File: src/rtl/rv32i_pkg.sv
// Shared rv32i pipeline constants and types.
// The fetch state encoding lives here so every stage agrees on it.
package rv32i_pkg;

    localparam logic [31:0] NOP_INSTR        = 32'h0000_0013;
    localparam logic [31:0] RESET_PC_DEFAULT = 32'h0000_0000;

    typedef enum logic [1:0] {
        IDLE = 2'd0,
        REQ  = 2'd1,
        WAIT = 2'd2
    } fetch_state_t;

endpackage

File: src/rtl/fetch_unit_if_id_reg.sv
// IF/ID pipeline register.
// Update priority is flush, then stall (hold), then load; with no load it inserts a bubble.
module if_id_reg
    import rv32i_pkg::*;
#(
    parameter int XLEN = 32
) (
    input  logic            clk,
    input  logic            rst_n,
    input  logic            flush,
    input  logic            stall,
    input  logic            load,
    input  logic [31:0]     loadInstr,
    input  logic [XLEN-1:0] loadPc,
    output logic [31:0]     InstrD,
    output logic [XLEN-1:0] PCD,
    output logic [XLEN-1:0] PCPlus4D,
    output logic            validD
);

    always_ff @(posedge clk or negedge rst_n) begin
        if (!rst_n) begin
            InstrD   <= NOP_INSTR;
            PCD      <= '0;
            PCPlus4D <= '0;
            validD   <= 1'b0;
        end else if (flush) begin
            // PCD/PCPlus4D keep their old values; only the instruction is squashed.
            InstrD <= NOP_INSTR;
            validD <= 1'b0;
        end else if (!stall) begin
            if (load) begin
                InstrD   <= loadInstr;
                PCD      <= loadPc;
                PCPlus4D <= loadPc + XLEN'(4);
                validD   <= 1'b1;
            end else begin
                InstrD <= NOP_INSTR;
                validD <= 1'b0;
            end
        end
    end

endmodule

File: src/rtl/fetch_unit.sv
// Instruction fetch stage: PC, single-outstanding imem request FSM, and a one-entry skid buffer.
// The skid buffer absorbs a response that lands while decode is stalled.
module fetch_unit
    import rv32i_pkg::*;
#(
    parameter int              XLEN     = 32,
    parameter logic [XLEN-1:0] RESET_PC = XLEN'(RESET_PC_DEFAULT)
) (
    input  logic            clk,
    input  logic            rst_n,
    input  logic            stallF,
    input  logic            stallD,
    input  logic            flushD,
    input  logic            PCSrcE,
    input  logic [XLEN-1:0] PCTargetE,
    output logic            imem_req,
    output logic [XLEN-1:0] imem_addr,
    input  logic            imem_gnt,
    input  logic            imem_rvalid,
    input  logic [31:0]     imem_rdata,
    output logic [31:0]     InstrD,
    output logic [XLEN-1:0] PCD,
    output logic [XLEN-1:0] PCPlus4D,
    output logic            validD
);

    fetch_state_t    stateReg, stateNext;
    logic [XLEN-1:0] pcF, pcFNext;
    logic [XLEN-1:0] reqAddr, reqAddrNext;
    logic            killReg, killNext;
    logic            skidValid;
    logic [31:0]     skidInstr;
    logic [XLEN-1:0] skidPc;

    logic            respDone;
    logic            accepted;
    logic            skidLoad;
    logic            skidDrain;

    // reqAddr freezes the presented address so a redirect cannot disturb a pending request.
    assign imem_req  = (stateReg == REQ);
    assign imem_addr = (stateReg == REQ) ? reqAddr : pcF;

    always_comb begin
        stateNext   = stateReg;
        killNext    = killReg;
        pcFNext     = pcF;
        reqAddrNext = reqAddr;

        respDone  = (stateReg == WAIT) && imem_rvalid;
        accepted  = respDone && !killReg && !PCSrcE;
        skidLoad  = accepted && stallD;
        skidDrain = skidValid && !flushD && !stallD;

        if (PCSrcE) begin
            pcFNext = PCTargetE;
        end else if (accepted) begin
            pcFNext = pcF + XLEN'(4);
        end

        if (PCSrcE && ((stateReg == REQ) || ((stateReg == WAIT) && !imem_rvalid))) begin
            killNext = 1'b1;
        end else if (respDone) begin
            killNext = 1'b0;
        end

        // A response that completes goes straight back to REQ, giving one fetch per two cycles.
        case (stateReg)
            IDLE: begin
                if (!stallF && (!skidValid || PCSrcE)) begin
                    stateNext   = REQ;
                    reqAddrNext = pcFNext;
                end
            end
            REQ: begin
                if (imem_gnt) begin
                    stateNext = WAIT;
                end
            end
            WAIT: begin
                if (imem_rvalid) begin
                    if (!stallF && !skidLoad) begin
                        stateNext   = REQ;
                        reqAddrNext = pcFNext;
                    end else begin
                        stateNext = IDLE;
                    end
                end
            end
            default: stateNext = IDLE;
        endcase
    end

    always_ff @(posedge clk or negedge rst_n) begin
        if (!rst_n) begin
            stateReg <= IDLE;
            pcF      <= RESET_PC;
            reqAddr  <= RESET_PC;
            killReg  <= 1'b0;
        end else begin
            stateReg <= stateNext;
            pcF      <= pcFNext;
            reqAddr  <= reqAddrNext;
            killReg  <= killNext;
        end
    end

    always_ff @(posedge clk or negedge rst_n) begin
        if (!rst_n) begin
            skidValid <= 1'b0;
            skidInstr <= NOP_INSTR;
            skidPc    <= '0;
        end else if (PCSrcE) begin
            skidValid <= 1'b0;
        end else if (skidLoad) begin
            skidValid <= 1'b1;
            skidInstr <= imem_rdata;
            skidPc    <= reqAddr;
        end else if (skidDrain) begin
            skidValid <= 1'b0;
        end
    end

    // The skid buffer and a fresh response are mutually exclusive: no request issues while it is full.
    if_id_reg #(
        .XLEN(XLEN)
    ) u_if_id_reg (
        .clk      (clk),
        .rst_n    (rst_n),
        .flush    (flushD),
        .stall    (stallD),
        .load     (skidValid || accepted),
        .loadInstr(skidValid ? skidInstr : imem_rdata),
        .loadPc   (skidValid ? skidPc : reqAddr),
        .InstrD   (InstrD),
        .PCD      (PCD),
        .PCPlus4D (PCPlus4D),
        .validD   (validD)
    );

endmodule
File: config.mk
export PLATFORM = sky130hd
export DESIGN_NAME = fetch_unit
export DESIGN_NICKNAME = d
export VERILOG_FILES = /design/src/rtl/rv32i_pkg.sv /design/src/rtl/fetch_unit_if_id_reg.sv /design/src/rtl/fetch_unit.sv
export SDC_FILE = /design/constraint.sdc
export NUM_CORES = 1
export LEC_CHECK = 0
export ABC_AREA = 1
export CORE_MARGIN = 3
export CORE_UTILIZATION = 54
export CTS_BUF_LIST = sky130_fd_sc_hd__clkbuf_8 sky130_fd_sc_hd__clkbuf_16
export DETAILED_ROUTE_END_ITERATION = 16
export GPL_ROUTABILITY_DRIVEN = 0
export PLACE_DENSITY = 0.81
export REMOVE_ABC_BUFFERS = 1
export SLEW_MARGIN = 25
export SYNTH_ARGS = -nofsm -noshare
export SYNTH_HDL_FRONTEND = slang
export SYNTH_SLANG_ARGS = --single-unit
export TNS_END_PERCENT = 100
File: constraint.sdc
create_clock -name clk -period 2.2 [get_ports clk]
set_input_delay 0.44 -clock clk [delete_from_list [all_inputs] [get_ports clk]]
set_output_delay 0.44 -clock clk [all_outputs]
set_load 0.03 [all_outputs]
==> results of run 1 <==
==> worst max path at each step <==
| stage | to | cells past startpoint | startpoint | slack [ns] |
|---|---|---|---|---|
| floorplan | u_if_id_reg.PCPlus4D[19] | 6 | skidValid | -3.44 |
| global placement | reqAddr[13] | 11 | imem_rvalid | -0.09 |
| detailed placement | reqAddr[13] | 11 | imem_rvalid | -0.14 |
| CTS | imem_addr[17] | 7 | stateReg[0] | -0.02 |
| global route | imem_addr[9] | 7 | stateReg[0] | -0.09 |
| finish | imem_addr[13] | 7 | stateReg[0] | -0.03 |
==> final cells by class <==
| type | instances | area (um2) | area share (%) |
|---|---|---|---|
| clock buffer | 34 | 749 | 4.84 |
| clock inverter | 9 | 43.8 | 0.283 |
| inverter | 125 | 477 | 3.08 |
| multi-input combinational | 1035 | 5300 | 34.2 |
| sequential | 227 | 5690 | 36.8 |
| tap | 275 | 344 | 2.22 |
| timing repair buffer | 263 | 2870 | 18.5 |
| timing repair inverter | 1 | 7.51 | 0.0485 |
==> Yosys cell counts (2+ instances only) <==
cell | number | share of area (%)
a21boi_0 | 7 | 0.45
a21oi_1 | 4 | 0.17
a31oi_1 | 7 | 0.38
and2_1 | 9 | 0.48
buf_2 | 17 | 0.73
buf_4 | 7 | 0.45
buf_6 | 13 | 1.3
clkbuf_1 | 35 | 1.1
dfrtp_1 | 221 | 47
dfstp_2 | 6 | 1.4
ha_1 | 2 | 0.21
inv_1 | 120 | 3.9
inv_2 | 3 | 0.096
mux2_2 | 28 | 2.7
mux2i_1 | 24 | 2.1
nand2_1 | 453 | 15
nand2_2 | 5 | 0.27
nand3_1 | 122 | 5.2
nand3_2 | 2 | 0.17
nand3b_1 | 3 | 0.19
nand4_1 | 11 | 0.59
nor2_1 | 113 | 3.6
nor2_2 | 8 | 0.43
nor2_4 | 6 | 0.58
o21ai_0 | 164 | 7.0
o21ai_1 | 14 | 0.60
o21ai_2 | 16 | 1.2
or2_2 | 15 | 0.80
xor2_1 | 10 | 0.75
==> state kept, by name (all words and copies together) (netlist names) <==
name	flops
skidPc	32
u_if_id_reg.PCPlus4D	32
pcF	32
skidInstr	32
stateReg	2
u_if_id_reg.validD	1
skidValid	1
killReg	1
u_if_id_reg.InstrD	32
u_if_id_reg.PCD	30
reqAddr	32
==> report_power, final <==
part	switching (mW)	internal [mW]	total (mW)
combinational	5.19	3.49	8.67
sequential	0.696	5.17	5.86
clock	1.64	2.35	3.99
==> repair_timing <==
action / CTS / global route
setup buffers: 7 / 1
endpoints found under the setup margin: 29 / 35
endpoints found under the hold margin: 45 / 0
hold buffers: 1 / 0
cloned: 2 / 0
gates resized for setup: 70 / 17
pin swaps: 1 / 1
==> kinds of logic (layout without fill, tap and decap cells) <==
logic type      after synthesis  after routing  share of synthesized area (%)
compound gates              219            219                           10.3
xor+xnor                     11             11                          0.825
fa+ha+maj                     2              2                          0.214
buf+inv                     198            432                           7.77
flops                       227            227                           48.7
mux                          52             52                           4.76
simple gates                751            751                           27.4
==> routing by layer <==
metal  global-route usage (%)  part of all wire (%)
met2                     46.7                    48
met4                     9.89                   3.3
met1                     37.9                    41
met5                        0                     0
met3                     3.94                   7.1
==> flow_metrics.env, run 1 <==
export IMPL_final_cell_mix="nand2_1 (443), dfrtp_1 (220), clkdlybuf4s50_1 (167)"
export IMPL_clock_tree_buffer_depth=3
export IMPL_port_buffers=201
export IMPL_final_max_slew_viol_count=0
export IMPL_dpl_cell_count=1916
export IMPL_rr_endpoint="u_if_id_reg.PCPlus4D[31]"
export IMPL_start_util_pct=55.2
export IMPL_critPathMaxStageDelay_ns=0.37
export IMPL_synth_edff_count=0
export IMPL_drive_gt1_share_pct=16.1
export IMPL_place_hpwl_um=23000
export IMPL_cp_required_ns=1.76
export IMPL_fp_dieW_um=153
export IMPL_clkTransAtPathRegs_ns=0.06
export IMPL_hp_class="in2async"
export IMPL_grt_pass1_vias=10700
export IMPL_cp_max_fo=7
export IMPL_crit_top_cell="buf_12"
export IMPL_finalSetupViolCount=17
export IMPL_grt_max_degree=86
export IMPL_antenna_cells=0
export IMPL_path_buf_inv=5
export IMPL_dieArea_mm2=0.0234
export IMPL_die_y_um=153
export IMPL_crit_family="buffers and inverters"
export IMPL_ys_warn_count=0
export IMPL_fin_tns_setup_ns=-0.356
export IMPL_cp_end_kind="primary output"
export IMPL_cts_sinks=227
export IMPL_synth_ff_type="dfrtp_1"
export IMPL_r2r_worst_path_cells=11
export IMPL_synth_seq_cells=227
export IMPL_grt_ovfl_total=0
export IMPL_violations="setup timing"
export IMPL_fin_cells=1969
export IMPL_async_reset_ff_share_pct=100
export IMPL_finalNetCount=1752
export IMPL_r2r_start="skidValid"
export IMPL_timing_hold_ws_ns=0.432
export IMPL_clock_latency_ns=0.52
export IMPL_vias=10900
export IMPL_path_class="reg2out"
export IMPL_post_place_ws_ns=-0.143
export IMPL_wl_per_cell_um=17.0
export IMPL_cts_tree="done"
export IMPL_nFillCells=1510
export IMPL_syn_to_final_growth_pct=32.7
export IMPL_first_pass_iters=6
export IMPL_setup_slack_ns=-0.0349
export IMPL_netlist_area_mm2=0.0117
export IMPL_avgSynthCellArea_um2=7.99
export IMPL_rrSetupSlack_ns=0.12
export IMPL_outcome="complete, but fails checks"
export IMPL_cts_root_buf="clkbuf_16"
export IMPL_antenna_found_initial=0
export IMPL_netlist_instances=1460
export IMPL_drv_cap=0
export IMPL_tightestPinTransition_ns=0.425
export IMPL_cts_buffers_inserted=25
export IMPL_arrival_ns=1.79
export IMPL_synth_cell_type_count=44
export IMPL_dpl_cell_area_mm2=0.0144
export IMPL_io_pins=202
export IMPL_coreArea_mm2=0.0212
export IMPL_cp_cell_sequence="inv_2 -> nor2_4 -> buf_12 -> clkinvlp_4 -> buf_6 -> o21ai_4 -> buf_12"
export IMPL_fmax_ghz=0.447
export IMPL_relSlewSlack_pct=71.4
export IMPL_p_leak_nw=7.31
export IMPL_total_power_mw=18.5
export IMPL_wl_um=33500
export IMPL_final_util_pct=73.2
export IMPL_fin_skew_ns=0.0201
export IMPL_grt_pass1_wl_um=54400
export IMPL_htreeDepth=1
export IMPL_final_common_cell="nand2_1"
export IMPL_viasPerCell=5.53
export IMPL_initialDrtViolationCount=1078
export IMPL_synth_sequential_area_ratio_pct=48.7
export IMPL_pwr_density_cell_mw_per_mm2=1200
export IMPL_finalCriticalPeriod_ns=2.23
export IMPL_critPathLaunchType="flop"
export IMPL_track_usage_pct=28.0
export IMPL_min_period_over_period_pct=102
export IMPL_finalInstanceArea_mm2=0.0155
export IMPL_finalHoldViolCount=0
export IMPL_final_antenna_net_count=0
export IMPL_slowest_stage="dfrtp_1"
export IMPL_drc=0
export IMPL_row_count=53
export IMPL_rsz0062_at_grt="true"
export IMPL_vdd_drop_max_mv=1.07
Power figures use the tool's default switching activity.
==> run 2, diff against run 1 <==
--- a/config.mk
+++ b/config.mk
@@ -11,6 +11,7 @@
 export CTS_BUF_LIST = sky130_fd_sc_hd__clkbuf_8 sky130_fd_sc_hd__clkbuf_16
 export DETAILED_ROUTE_END_ITERATION = 16
 export GPL_ROUTABILITY_DRIVEN = 0
+export MAX_ROUTING_LAYER = met4
 export PLACE_DENSITY = 0.81
 export REMOVE_ABC_BUFFERS = 1
 export SLEW_MARGIN = 25
==> run 2 against run 1 <==
Effect of this change:
- the flow still finishes with violations (setup timing)
- utilization stayed put
- sequential share of layout area unchanged
- via count decreased by 0.40%
- non-clock buffer count unchanged
- clock power about the same
- largest cell class unchanged
- highest routed layer unchanged
==> flow_metrics.env, run 2 (synthesis gave the netlist of run 1 again) <==
export IMPL_row_count=53
export IMPL_relSlewSlack_pct=70.6
export IMPL_grt_max_degree=86
export IMPL_arrival_ns=1.82
export IMPL_critPathLaunchType="flop"
export IMPL_fin_tns_setup_ns=-0.700
export IMPL_port_buffers=201
export IMPL_min_period_over_period_pct=103
export IMPL_coreArea_mm2=0.0212
export IMPL_path_class="reg2out"
export IMPL_wl_per_cell_um=17.0
export IMPL_rsz0062_at_grt="true"
export IMPL_cts_buffers_inserted=25
export IMPL_antenna_found_initial=0
export IMPL_rrSetupSlack_ns=0.12
export IMPL_cts_sinks=227
export IMPL_fmax_ghz=0.443
export IMPL_r2r_start="skidValid"
export IMPL_first_pass_iters=6
export IMPL_p_leak_nw=7.31
export IMPL_dieArea_mm2=0.0234
export IMPL_pwr_density_cell_mw_per_mm2=1200
export IMPL_track_usage_pct=28.9
export IMPL_finalHoldViolCount=0
export IMPL_cp_cell_sequence="inv_2 -> nor2_4 -> buf_12 -> buf_16 -> nand2_1 -> o21ai_2 -> buf_12"
export IMPL_hp_class="in2async"
export IMPL_drv_cap=0
export IMPL_grt_pass1_wl_um=54400
export IMPL_final_antenna_net_count=0
export IMPL_viasPerCell=5.51
export IMPL_setup_slack_ns=-0.0574
export IMPL_wl_um=33600
export IMPL_clock_latency_ns=0.52
export IMPL_rr_endpoint="u_if_id_reg.PCPlus4D[31]"
export IMPL_final_cell_mix="nand2_1 (443), dfrtp_1 (220), clkdlybuf4s50_1 (167)"
export IMPL_critPathMaxStageDelay_ns=0.38
export IMPL_grt_pass1_vias=10700
export IMPL_fin_skew_ns=0.0234
export IMPL_cts_root_buf="clkbuf_16"
export IMPL_r2r_worst_path_cells=11
export IMPL_die_y_um=153
export IMPL_initialDrtViolationCount=1135
export IMPL_fp_dieW_um=153
export IMPL_grt_ovfl_total=0
export IMPL_finalSetupViolCount=21
export IMPL_io_pins=202
export IMPL_cp_required_ns=1.76
export IMPL_post_place_ws_ns=-0.143
export IMPL_outcome="complete, but fails checks"
export IMPL_finalNetCount=1752
export IMPL_path_depth=7
export IMPL_final_common_cell="nand2_1"
export IMPL_crit_family="buffers and inverters"
export IMPL_tightestPinTransition_ns=0.437
export IMPL_path_buf_inv=4
export IMPL_vias=10900
export IMPL_vdd_drop_max_mv=1.07
export IMPL_clock_tree_buffer_depth=3
export IMPL_cp_end_kind="primary output"
export IMPL_finalCriticalPeriod_ns=2.26
export IMPL_cp_max_fo=22
export IMPL_drive_gt1_share_pct=16.1
export IMPL_slowest_stage="dfrtp_1"
export IMPL_start_util_pct=55.2
export IMPL_drc=0
export IMPL_clkTransAtPathRegs_ns=0.06
export IMPL_place_hpwl_um=23000
export IMPL_htreeDepth=1
export IMPL_crit_top_cell="buf_12"
export IMPL_syn_to_final_growth_pct=32.7
export IMPL_cts_tree="done"
export IMPL_antenna_cells=0
export IMPL_final_max_slew_viol_count=0
export IMPL_violations="setup timing"
[run 2: cell counts in the layout (fill, tap and decap cells not counted)]
No cell type changed its count.
[run 2: worst max-delay path by stage]
stage	from	end	slack (ns)
final	stateReg[0]	imem_addr[5]	-0.06
after global placement	imem_rvalid	reqAddr[13]	-0.09
after global routing	stateReg[0]	imem_addr[9]	-0.09
after CTS	stateReg[0]	imem_addr[17]	-0.02
after floorplan	skidValid	u_if_id_reg.PCPlus4D[19]	-3.44
after detailed placement	imem_rvalid	reqAddr[13]	-0.14
[run 2: per-layer routing]
metal	GRT usage [%]	vias to the layer above	routed length, um
li1	-	5123	-
met1	38.0	5127	13600
met2	46.6	524	16200
met3	3.77	80	2710
met4	9.93	0	1100
met5	-	-	0
[run 2: final cells by class]
cell class	instances	area, um2
clock buffer	34	749
tap	275	344
timing repair buffer	263	2870
multi-input combinational	1035	5300
fill	1510	5670
clock inverter	9	43.8
sequential	227	5690
inverter	125	477
timing repair inverter	1	7.51
[run 2: worst reg2reg max path, cell delays in order, from the launching register on]
cell	delay, ns
dfrtp_4	0.56
buf_12	0.20
o21ai_1	0.33
nand2_1	0.15
nor2_2	0.17
nand2_1	0.10
nor2_1	0.15
nand2_1	0.07
nand2_1	0.06
nand2_1	0.06
nand2_1	0.08
nand2_1	0.06
[run 2: repair_timing]
item                                    4_1_cts  5_1_grt
pin swaps                                     1        1
resized for setup                            70       17
cloned                                        2        0
buffers inserted                              7        1
endpoints found under the hold margin        45        0
endpoints found under the setup margin       29       35
hold buffers                                  1        0
[run 2: where the power goes]
| part | total, mW | internal, mW | switching, mW |
|---|---|---|---|
| logic | 8.68 | 3.49 | 5.20 |
| clock network | 3.99 | 2.35 | 1.64 |
| registers | 5.87 | 5.17 | 0.700 |
| total | 18.5 | 11.0 | 7.53 |
[run 2: metrics by stage]
step	hold slack, ns	area [um2]	total power [mW]	cells	util (%)
2_1_floorplan	0.144	11200	9.84	1387	-
4_1_cts	0.438	15400	18.4	1968	72.9
3_3_place_gp	0.387	14400	13.4	1916	67.9
3_5_place_dp	0.389	14400	13.6	1916	67.9
6_report	0.435	15500	18.5	1969	73.2
5_1_grt	0.460	15500	19.5	1969	73.2
